## src/rtl/fetch_sequencer.sv

```systemverilog
`default_nettype none
// ============================================================================
// Module   : fetch_sequencer
// Brief    : PC owner and fetch/exec sequencer with busywait handshakes.
// Revision : 1.0 - initial release
// ============================================================================
module fetch_sequencer #(
    parameter logic [31:0] RESET_PC  = 32'd0,
    parameter int          CNT_WIDTH = 16
) (
    input  logic                 CLK,
    input  logic                 RESET,
    input  logic                 INSTR_BUSYWAIT,
    input  logic [31:0]          INSTR_RDATA,
    input  logic                 DATA_BUSYWAIT,
    input  logic                 BRANCH_TAKEN,
    input  logic                 JUMP,
    output logic                 INSTR_READ,
    output logic [31:0]          INSTR_ADDR,
    output logic [31:0]          PC,
    output logic [31:0]          INSTRUCTION,
    output logic                 INSTR_VALID,
    output logic [CNT_WIDTH-1:0] RETIRED
);

    typedef enum logic [1:0] {
        ST_IDLE  = 2'd0,
        ST_FETCH = 2'd1,
        ST_EXEC  = 2'd2
    } state_t;

    localparam logic [31:0]          c_pc_step = 32'd4;
    localparam logic [CNT_WIDTH-1:0] c_cnt_one = CNT_WIDTH'(1);

    state_t               r_state;
    logic [31:0]          r_pc;
    logic [31:0]          r_instr;
    logic                 r_valid;
    logic [CNT_WIDTH-1:0] r_retired;

    logic [31:0]          w_seq_pc;
    logic [31:0]          w_disp;
    logic [31:0]          w_target;
    logic [31:0]          w_next_pc;

    // Branch displacement is a signed word offset taken from the latched
    // instruction, so only the held INSTRUCTION feeds the target adder.
    always_comb begin
        w_seq_pc  = r_pc + c_pc_step;
        w_disp    = {{22{r_instr[23]}}, r_instr[23:16], 2'b00};
        w_target  = w_seq_pc + w_disp;
        w_next_pc = (JUMP || BRANCH_TAKEN) ? w_target : w_seq_pc;
    end

    always_ff @(posedge CLK) begin
        if (!RESET) begin
            r_state   <= ST_IDLE;
            r_pc      <= RESET_PC;
            r_instr   <= '0;
            r_valid   <= 1'b0;
            r_retired <= '0;
        end else begin
            case (r_state)
                ST_IDLE: begin
                    r_state <= ST_FETCH;
                end
                ST_FETCH: begin
                    if (!INSTR_BUSYWAIT) begin
                        r_instr <= INSTR_RDATA;
                        r_valid <= 1'b1;
                        r_state <= ST_EXEC;
                    end
                end
                ST_EXEC: begin
                    // A data-memory stall freezes everything, including the
                    // redirect decision, until the stall drops.
                    if (!DATA_BUSYWAIT) begin
                        r_pc      <= w_next_pc;
                        r_retired <= r_retired + c_cnt_one;
                        r_valid   <= 1'b0;
                        r_state   <= ST_FETCH;
                    end
                end
                default: begin
                    r_state <= ST_IDLE;
                end
            endcase
        end
    end

    assign INSTR_READ  = (r_state == ST_FETCH);
    assign INSTR_ADDR  = r_pc;
    assign PC          = r_pc;
    assign INSTRUCTION = r_instr;
    assign INSTR_VALID = r_valid;
    assign RETIRED     = r_retired;

endmodule
`default_nettype wire

```

## config.mk

```make
export PLATFORM = sky130hd
export DESIGN_NAME = fetch_sequencer
export DESIGN_NICKNAME = d
export VERILOG_FILES = /design/src/rtl/fetch_sequencer.sv
export SDC_FILE = /design/constraint.sdc
export NUM_CORES = 1
export LEC_CHECK = 0
export CORE_MARGIN = 2
export CORE_UTILIZATION = 54
export DETAILED_ROUTE_END_ITERATION = 12
export PLACE_DENSITY = 0.95
export SETUP_SLACK_MARGIN = 0.15
export SYNTH_ARGS = -nofsm -noshare
export SYNTH_HDL_FRONTEND = slang
export SYNTH_SLANG_ARGS = --single-unit
export TNS_END_PERCENT = 100
```

## constraint.sdc

```tcl
create_clock -name CLK -period 9.4 [get_ports CLK]
set_input_delay 1.88 -clock CLK [delete_from_list [all_inputs] [get_ports CLK]]
set_output_delay 1.88 -clock CLK [all_outputs]
set_load 0.1 [all_outputs]
```

==> flow_metrics.env <==
export IMPL_synth_top_cell_area_share_pct=27.82
export IMPL_fin_worst_skew_ns=0.01427
export IMPL_internal_power_w=0.0005678
export IMPL_final_cell_mix="clkdlybuf4s50_1 (147), nand2_1 (119), a21oi_1 (96), dfxtp_1 (81), nor2_1 (60)"
export IMPL_cts_root_buf="clkbuf_8"
export IMPL_synth_distinct_cells=60
export IMPL_io_buffers=147
export IMPL_final_core_util_pct=70.51
export IMPL_synthFlopType="dfxtp_1"
export IMPL_antenna_found_initial=0
export IMPL_dr_pass1_iters=8
export IMPL_crit_fanout=9
export IMPL_ant_nets=0
export IMPL_synth_area_leaders="dfxtp_1 (28%), a21oi_1 (8.2%), ha_1 (8.2%), nand2_1 (7.7%), buf_4 (4.4%)"
export IMPL_ys_seq_elements=81
export IMPL_place_gp_congestion=0.9361
export IMPL_fin_crit_sh_pct=47.65
export IMPL_cp_arrival_ns=4.75
export IMPL_fillers=825
export IMPL_cts_sinks=81
export IMPL_seq_area_mm2=0.001622
export IMPL_htreeDepth=3
export IMPL_synth_edf_count=0
export IMPL_async_reset_ff_share_pct=0
export IMPL_diodes=0
export IMPL_p_seq_share_pct=41.0
export IMPL_final_common_cell="clkdlybuf4s50_1"
export IMPL_num_io_pins=152
export IMPL_die_h_um=107.9
export IMPL_grt_pass1_wl_um=27540
export IMPL_combPwrFrac_pct=24.5
export IMPL_p_sw_share_pct=36.04
export IMPL_numCtsBuffers=9
export IMPL_maxCapViolCount=0
export IMPL_initial_utilization_pct=55.95
export IMPL_final_setup_tns_ns=0
export IMPL_syn_cell_area_mm2=0.005828
export IMPL_vias=6047
export IMPL_powerDensity_mw_per_mm2=120.9
export IMPL_grt_max_degree=66
export IMPL_yosysWarnings=0
export IMPL_status="completed"
export IMPL_syn_inst=782
export IMPL_setup_viol=0
export IMPL_synth_area_leader_cell="dfxtp_1"
export IMPL_cp_end_kind="register"
export IMPL_cts_hold_buf=0
export IMPL_hold_viol=0
export IMPL_ys_seq_area_share_pct=27.82
export IMPL_clock_latency_ns=0.36
export IMPL_p_sw_w=0.0003199
export IMPL_first_iter_violations=570
export IMPL_leakage_nw=2.894
export IMPL_final_max_slew_viol_count=0
export IMPL_die_area_mm2=0.01164
export IMPL_nets=949
export IMPL_clockBufferDepth=2
export IMPL_p_clk_share_pct=34.5
export IMPL_timing_fmax_ghz=0.2232
export IMPL_wl_um=17030
export IMPL_grt_ovfl_total=0
export IMPL_cts_resized_gates=0
export IMPL_core_mm2=0.01042
export IMPL_wire_per_inst_um=16.81
export IMPL_ir_drop_mv=0.09526
export IMPL_area_growth_pct=26.02
export IMPL_post_cts_setup_buffers=0
export IMPL_syn_avg_cell_area_um2=7.453
export IMPL_chipWidth_um=107.9
export IMPL_critPathLaunchType="register"
export IMPL_drc=0
export IMPL_vias_per_cell=5.969
export IMPL_rsz0062_at_grt="false"
export IMPL_hold_class="register to register"
export IMPL_clk_pin_slew_ns=0.10
export IMPL_grt_pass1_vias=5732
export IMPL_fp_row_count=37
export IMPL_cts_tree="built"
export IMPL_drive_gt1_share_pct=4.561
export IMPL_worstMarginPinSlew_ns=1.142
export IMPL_worstPathRequired_ns=9.67
export IMPL_multiInputGateArea_mm2=0.003764
export IMPL_dp_hpwl_um=11990
export IMPL_critPathKind="register to register"
export IMPL_grt_total_usage_pct=29.46
export IMPL_slew_headroom_pct=23.77
export IMPL_period_needed_ns=4.479
[cells in the mapped netlist (all sizes together), types with 16 or more instances]
| cell | n |
|---|---|
| a21oi | 96 |
| nand4 | 16 |
| ha | 38 |
| xor2 | 29 |
| nor2 | 61 |
| buf | 39 |
| xnor2 | 28 |
| dfxtp | 81 |
| nand2 | 119 |
| o21ai | 49 |
| nor3 | 19 |
| a21o | 19 |
| nand3 | 31 |
| clkbuf | 37 |
[final cells by class]
class / instances / area share, %
flip-flops and latches: 81 / 22.08
multi-input cells: 615 / 51.24
inverters: 13 / 0.6644
clock inverters: 7 / 1.465
well taps: 136 / 2.317
repair buffers: 152 / 20.55
clock buffers: 9 / 1.687
[through the flow]
step	hold slack [ns]	power, W	std cells	area [um^2]	setup slack (ns)
6_report	0.4574	0.0008877	1013	7345	4.921
3_3_place_gp	0.4405	0.0005839	997	7113	5.082
2_1_floorplan	0.4869	0.0005337	785	5839	4.877
4_1_cts	0.4598	0.0008890	1013	7345	5.007
3_5_place_dp	0.4453	0.0005865	997	7113	5.042
5_1_grt	0.4819	0.0009181	1013	7345	4.638
[power by group through the flow]
stage | Sequential [W] | Clock [W] | Combinational [W]
2_1_floorplan | 0.000439 | 0 | 0.0000948
3_3_place_gp | 0.000371 | 0 | 0.000213
3_5_place_dp | 0.000372 | 0 | 0.000215
4_1_cts | 0.000364 | 0.000309 | 0.000216
5_1_grt | 0.000366 | 0.000324 | 0.000228
6_report | 0.000364 | 0.000307 | 0.000217
[registers in the layout (all words and copies together), names as in the netlist]
signal       count
RETIRED         16
r_state          2
INSTR_VALID      1
INSTR_ADDR      30
INSTRUCTION     32
[metal layers]
| layer | routed length (um) | vias to the layer above | global-route usage [%] | share of wire, % |
|---|---|---|---|---|
| li1 | - | 2901 | - | - |
| met1 | 6923 | 2777 | 37.24 | 41 |
| met2 | 8190 | 328 | 50.04 | 48 |
| met3 | 1531 | 41 | 6.356 | 9.0 |
| met4 | 385 | 0 | 9.066 | 2.3 |
| met5 | 0 | - | 0 | 0 |
[critical path, cell delays in order (launching register included)]
cell and delay, ns:
dfxtp_1 0.61, nand4_4 0.21, nor4_4 0.47, nand2_1 0.30
nor3_1 0.39, xor2_1 0.25, ha_1 0.30, nand2_1 0.14
nor2_1 0.07, nor3_1 0.17, nor3b_1 0.45, o31a_1 0.22
mux2_2 0.34, or3_1 0.34, a21oi_1 0.14
[cells by family (layout without fill, tap and decap cells)]
group / count (synthesis) / count (layout) / synth area share (%)
AND/OR/NAND/NOR: 293 / 293 / 24.00
adder cells (fa/ha/maj): 39 / 39 / 8.502
multiplexers: 6 / 6 / 1.095
AO/OA/AOI/OAI: 216 / 216 / 21.98
other: 1 / 4 / 0.06434
XOR/XNOR: 57 / 57 / 8.566
buffers and inverters: 89 / 181 / 7.965
flip-flops: 81 / 81 / 27.82
[worst paths after layout]
| check | from | end | slack (ns) | depth (start not counted) |
|---|---|---|---|---|
| setup / recovery | INSTR_ADDR[4] | INSTR_ADDR[31] | 4.92 | 14 |
| hold / removal | INSTRUCTION[31] | INSTRUCTION[31] | 0.46 | 2 |
| setup reg to reg | INSTR_ADDR[4] | INSTR_ADDR[31] | 4.92 | 14 |
| hold reg to reg | INSTRUCTION[31] | INSTRUCTION[31] | 0.46 | 2 |
No activity file was read; power rests on OpenSTA's default activity.
==> variant 1, RTL diff (config.mk and constraints unchanged) <==
The 3 states of `state_t` get a one-hot encoding in 3 bits.
--- a/src/rtl/fetch_sequencer.sv
+++ b/src/rtl/fetch_sequencer.sv
@@ -23,10 +23,10 @@
     output logic [CNT_WIDTH-1:0] RETIRED
 );
 
-    typedef enum logic [1:0] {
-        ST_IDLE  = 2'd0,
-        ST_FETCH = 2'd1,
-        ST_EXEC  = 2'd2
+    typedef enum logic [2:0] {
+        ST_IDLE  = 3'b001,
+        ST_FETCH = 3'b010,
+        ST_EXEC  = 3'b100
     } state_t;
 
     localparam logic [31:0]          c_pc_step = 32'd4;
Check against the original RTL: same outputs for any inputs over 4 cycles, from zero or initial values and one cycle with RESET low; so few cycles prove little.
==> variant 1 against the original RTL <==
Routed wire length is 5.5% lower. Total power is 15% lower. Worst setup slack better by 69 ps. Sequential share of layout area is 0.27 points higher. Area after synthesis is 0.62% higher. Non-clock buffer count stayed put. Combinational power is 33% lower. Design area hardly changed. Utilization is 1.8 points lower. Sequential cell count is 1 higher. Critical endpoint is now INSTR_READ. Highest routed layer unchanged.
==> variant 1: results (changes against the original RTL) <==
| Metric | Value |
|---|---|
| Total power of the final layout | `0.7563 mW (-15%)` |
| Peak supply drop | `0.00008837 V (-7.2%)` |
| Normalized max-slew margin | `24.07% (+0.30 points)` |
| Vias in the first global route | `5,334 (-6.9%)` |
| All-Layer GR Usage | `26.91% (-2.6 points)` |
| Synthesized-area fraction occupied by adder cells | `8.449% (-0.053 points)` |
| Biggest cell delay along the critical path | `1230 ps (+620 ps)` |
| Result of the run | `finished clean` |
| DR vias | `5,970 (-1.3%)` |
| Most area-consuming cells after synthesis | `sky130_fd_sc_hd__dfxtp_1, sky130_fd_sc_hd__nand2_1, sky130_fd_sc_hd__ha_1, sky130_fd_sc_hd__a21oi_1, sky130_fd_sc_hd__xnor2_1` |
| Static Leakage | `2.826 nW (-2.4%)` |
| Filler cell count | `871 (+5.6%)` |
| Part of the Yosys area used for sequential elements | `27.99% (+0.17 points)` |
| Multiplexer fraction of the synthesized cell area | `0.6827% (-0.41 points)` |
| CP max FO | `7 (-2)` |
| Pre-antenna DRT Iters | `5 (-3)` |
| Cell type group with the largest total delay on the critical path | `buffers and inverters` |
| Post-DP HPWL | `11,300 um (-5.8%)` |
| Hold slack | `459.0 ps (+1.685 ps)` |
| DRC marker count from the first detailed-route iteration | `378 (-34%)` |
| Share of cells above drive strength 1 | `4.767% (+0.21 points)` |
| Path depth of the worst reg2reg path | `16 (+2)` |
| Total Wirelength | `16,090 um (-5.5%)` |
| CP max-delay cell | `sky130_fd_sc_hd__clkdlybuf4s50_1` |
| Worst reg2reg setup slack | `5210 ps (+290 ps)` |
| Synth Area in Compound Gates | `21.74% (-0.24 points)` |
variant 1: cell count changes after synthesis, moves of 4 or more:
cell                       change
sky130_fd_sc_hd__a21o_1        -4
sky130_fd_sc_hd__a21oi_1       -8
sky130_fd_sc_hd__a311oi_1      +5
sky130_fd_sc_hd__and3_1        +5
sky130_fd_sc_hd__nand2_1      +21
sky130_fd_sc_hd__nand3_1       -5
sky130_fd_sc_hd__nor2_1        -6
sky130_fd_sc_hd__nor2b_1       -5
sky130_fd_sc_hd__nor4_1        +5
sky130_fd_sc_hd__o21ai_0      -10
sky130_fd_sc_hd__xnor2_1       +5
variant 1: path summary, 6_finish.rpt:
path | startpoint | end
max | r_state[1] | INSTR_READ
min | INSTRUCTION[15] | INSTRUCTION[15]
max reg2reg | INSTR_ADDR[4] | INSTR_ADDR[31]
min reg2reg | INSTRUCTION[15] | INSTRUCTION[15]
variant 1: area by class of cell:
type | count | area share, %
inverters | 11 | 0.5621
clock inverters | 7 | 0.8005
clock buffers | 9 | 1.686
well taps | 140 | 2.385
repair buffers | 152 | 20.54
flip-flops and latches | 82 | 22.35
multi-input cells | 620 | 51.68
variant 1: through the flow:
stage / cells / worst slack [ps]
5_1_grt: 1021 / 4857
2_1_floorplan: 786 / 4727
3_5_place_dp: 1005 / 4754
3_3_place_gp: 1005 / 4834
6_report: 1021 / 4990
4_1_cts: 1021 / 4979
variant 1: metal layers:
| layer | track usage (%) | routed length [um] | vias to the layer above |
|---|---|---|---|
| li1 | - | - | 2917 |
| met1 | 35.00 | 6914 | 2794 |
| met2 | 46.09 | 7851 | 234 |
| met3 | 3.737 | 1045 | 25 |
| met4 | 8.516 | 276 | 0 |
| met5 | 0 | 0 | - |
==> variant 2, RTL diff (same flow settings) <==
Made on the original files. `CNT_WIDTH`: 16 -> 14.
--- a/src/rtl/fetch_sequencer.sv
+++ b/src/rtl/fetch_sequencer.sv
@@ -6,7 +6,7 @@
 // ============================================================================
 module fetch_sequencer #(
     parameter logic [31:0] RESET_PC  = 32'd0,
-    parameter int          CNT_WIDTH = 16
+    parameter int          CNT_WIDTH = 14
 ) (
     input  logic                 CLK,
     input  logic                 RESET,
Ports: changed (resized RETIRED); port bits go from 152 to 150. No check against the original RTL was run, so the function may have changed too.
==> variant 2 against the original RTL <==
Cell count decreased by 2.1%. Sequential power down 2%. Sequential cell count down 2. Total power shrank 2.9%. Non-clock buffer count is 1 lower. Worst setup slack better by 280 ps. Die area down 1.3%. First-iteration DRC count shrank 31%. Design area shrank 1.2%. Sequential share of layout area decreased by 0.29 points. Area after synthesis fell by 1.4%. Via count shrank 2.8%. Routed wire length is 4.9% lower. Utilization fell by 0.20 points. Critical path type unchanged. Highest routed layer unchanged.
==> variant 2: results (changes against the original RTL) <==
| Metric | Value |
|---|---|
| Result of the run | `finished clean` |
| Peak supply drop | `0.00009473 V (-0.56%)` |
| Post-synthesis area per instance | `7.612 sq um (+2.1%)` |
| Inverter count of the layout excluding clock inverters | `12 (-1)` |
| Share of cells above drive strength 1 | `3.972% (-0.59 points)` |
| RePlAce Congestion | `1.001 (+6.9%)` |
| Filler cell count | `776 (-5.9%)` |
| Area of the multi-input gates | `3755 sq um (-0.23%)` |
| Number of input and output port buffers inserted | `145 (-1.4%)` |
| Hold slack | `458.7 ps (+1.393 ps)` |
| Cell types with the highest counts after synthesis | `sky130_fd_sc_hd__nand2_1, sky130_fd_sc_hd__a21oi_1, sky130_fd_sc_hd__dfxtp_1` |
| Total Wirelength | `16,190 um (-4.9%)` |
| All-Layer GR Usage | `28.15% (-1.3 points)` |
| Pin count of the biggest net entering global routing | `56 (-15%)` |
| Global-route wire length before repair | `26,030 um (-5.5%)` |
| Routed wire length per instance | `16.32 um (-2.9%)` |
| Met2 track demand over resource in global routing | `45.75% (-4.3 points)` |
| Biggest cell delay along the critical path | `500 ps (-110 ps)` |
| Count of different cell masters after synthesis | `66 (+10%)` |
| Worst reg2reg setup slack | `5200 ps (+280 ps)` |
| Path depth of the worst reg2reg path | `13 (-1)` |
| Endpoint of the worst hold-timing path | `INSTRUCTION[29]` |
| Actual slew at the worst max-slew pin | `1034 ps (-107.3 ps)` |
| Largest clock skew in the final design | `8.847 ps (-5.423 ps)` |
| Clock tree cell share of total cell area | `2.896% (-0.26 points)` |
| Buffers outside the clock class | `151 (-0.66%)` |
| Number of sinks driven by the clock tree | `79 (-2.5%)` |
| DRC marker count from the first detailed-route iteration | `394 (-31%)` |
| Static Leakage | `2.810 nW (-2.9%)` |
| Vias in the first global route | `5,465 (-4.7%)` |
| Footprint of the flip-flops and latches | `1582 sq um (-2.5%)` |
| Data arrival time at the worst-slack endpoint | `4470 ps (-280 ps)` |
| #MultiIn Comb | `598 (-2.8%)` |
| Number of vias per cell | `5.923 (-0.77%)` |
| Total number of nets in the final design | `928 (-2.2%)` |
| Launch point of the worst hold path | `INSTRUCTION[29]` |
| Share of final layout cell area taken by non-clock buffers | `20.62% (+0.072 points)` |
| Post-DP HPWL | `11,380 um (-5.0%)` |
| Cell type group with the largest total delay on the critical path | `compound AO/OA/AOI/OAI gates` |
| GR Layer Usage met3 | `6.748% (+0.39 points)` |
| Most area-consuming cells after synthesis | `sky130_fd_sc_hd__dfxtp_1, sky130_fd_sc_hd__ha_1, sky130_fd_sc_hd__nand2_1, sky130_fd_sc_hd__a21oi_1, sky130_fd_sc_hd__xnor2_1` |
| Pre-antenna DRT Iters | `5 (-3)` |
| Part of the Yosys area used for sequential elements | `27.52% (-0.30 points)` |
| Met1 Usage GRT | `35.97% (-1.3 points)` |
| CTS clk-pin slew, worst paths | `100 ps (about the same)` |
| Endpoint of the most critical setup path | `INSTR_ADDR[30]` |
-- variant 2: kinds of logic after synthesis --
group / after synthesis / synth area share, %
flip-flops: 79 / 27.52
XOR/XNOR: 63 / 9.602
multiplexers: 1 / 0.1742
AO/OA/AOI/OAI: 224 / 24.80
AND/OR/NAND/NOR: 267 / 21.69
buffers and inverters: 81 / 7.533
adder cells (fa/ha/maj): 39 / 8.622
other: 1 / 0.06525
-- variant 2: through the flow --
| stage | area (sq um) | worst slack, ps |
|---|---|---|
| after floorplan | 5758 | 5219 |
| after global placement | 7048 | 5246 |
| after detailed placement | 7048 | 5227 |
| after CTS | 7258 | 5272 |
| after global routing | 7258 | 4979 |
| final | 7258 | 5199 |
-- variant 2: layer usage --
metal	vias to the layer above	share of wire [%]
li1	2844	-
met1	2686	42
met2	311	47
met3	35	9.3
met4	0	2.1
met5	-	0
-- variant 2: power breakdown --
part           switching (mW)  total (mW)  internal [mW]
Clock                   0.153       0.282          0.129
Sequential             0.0112       0.356          0.345
Combinational           0.162       0.224         0.0620
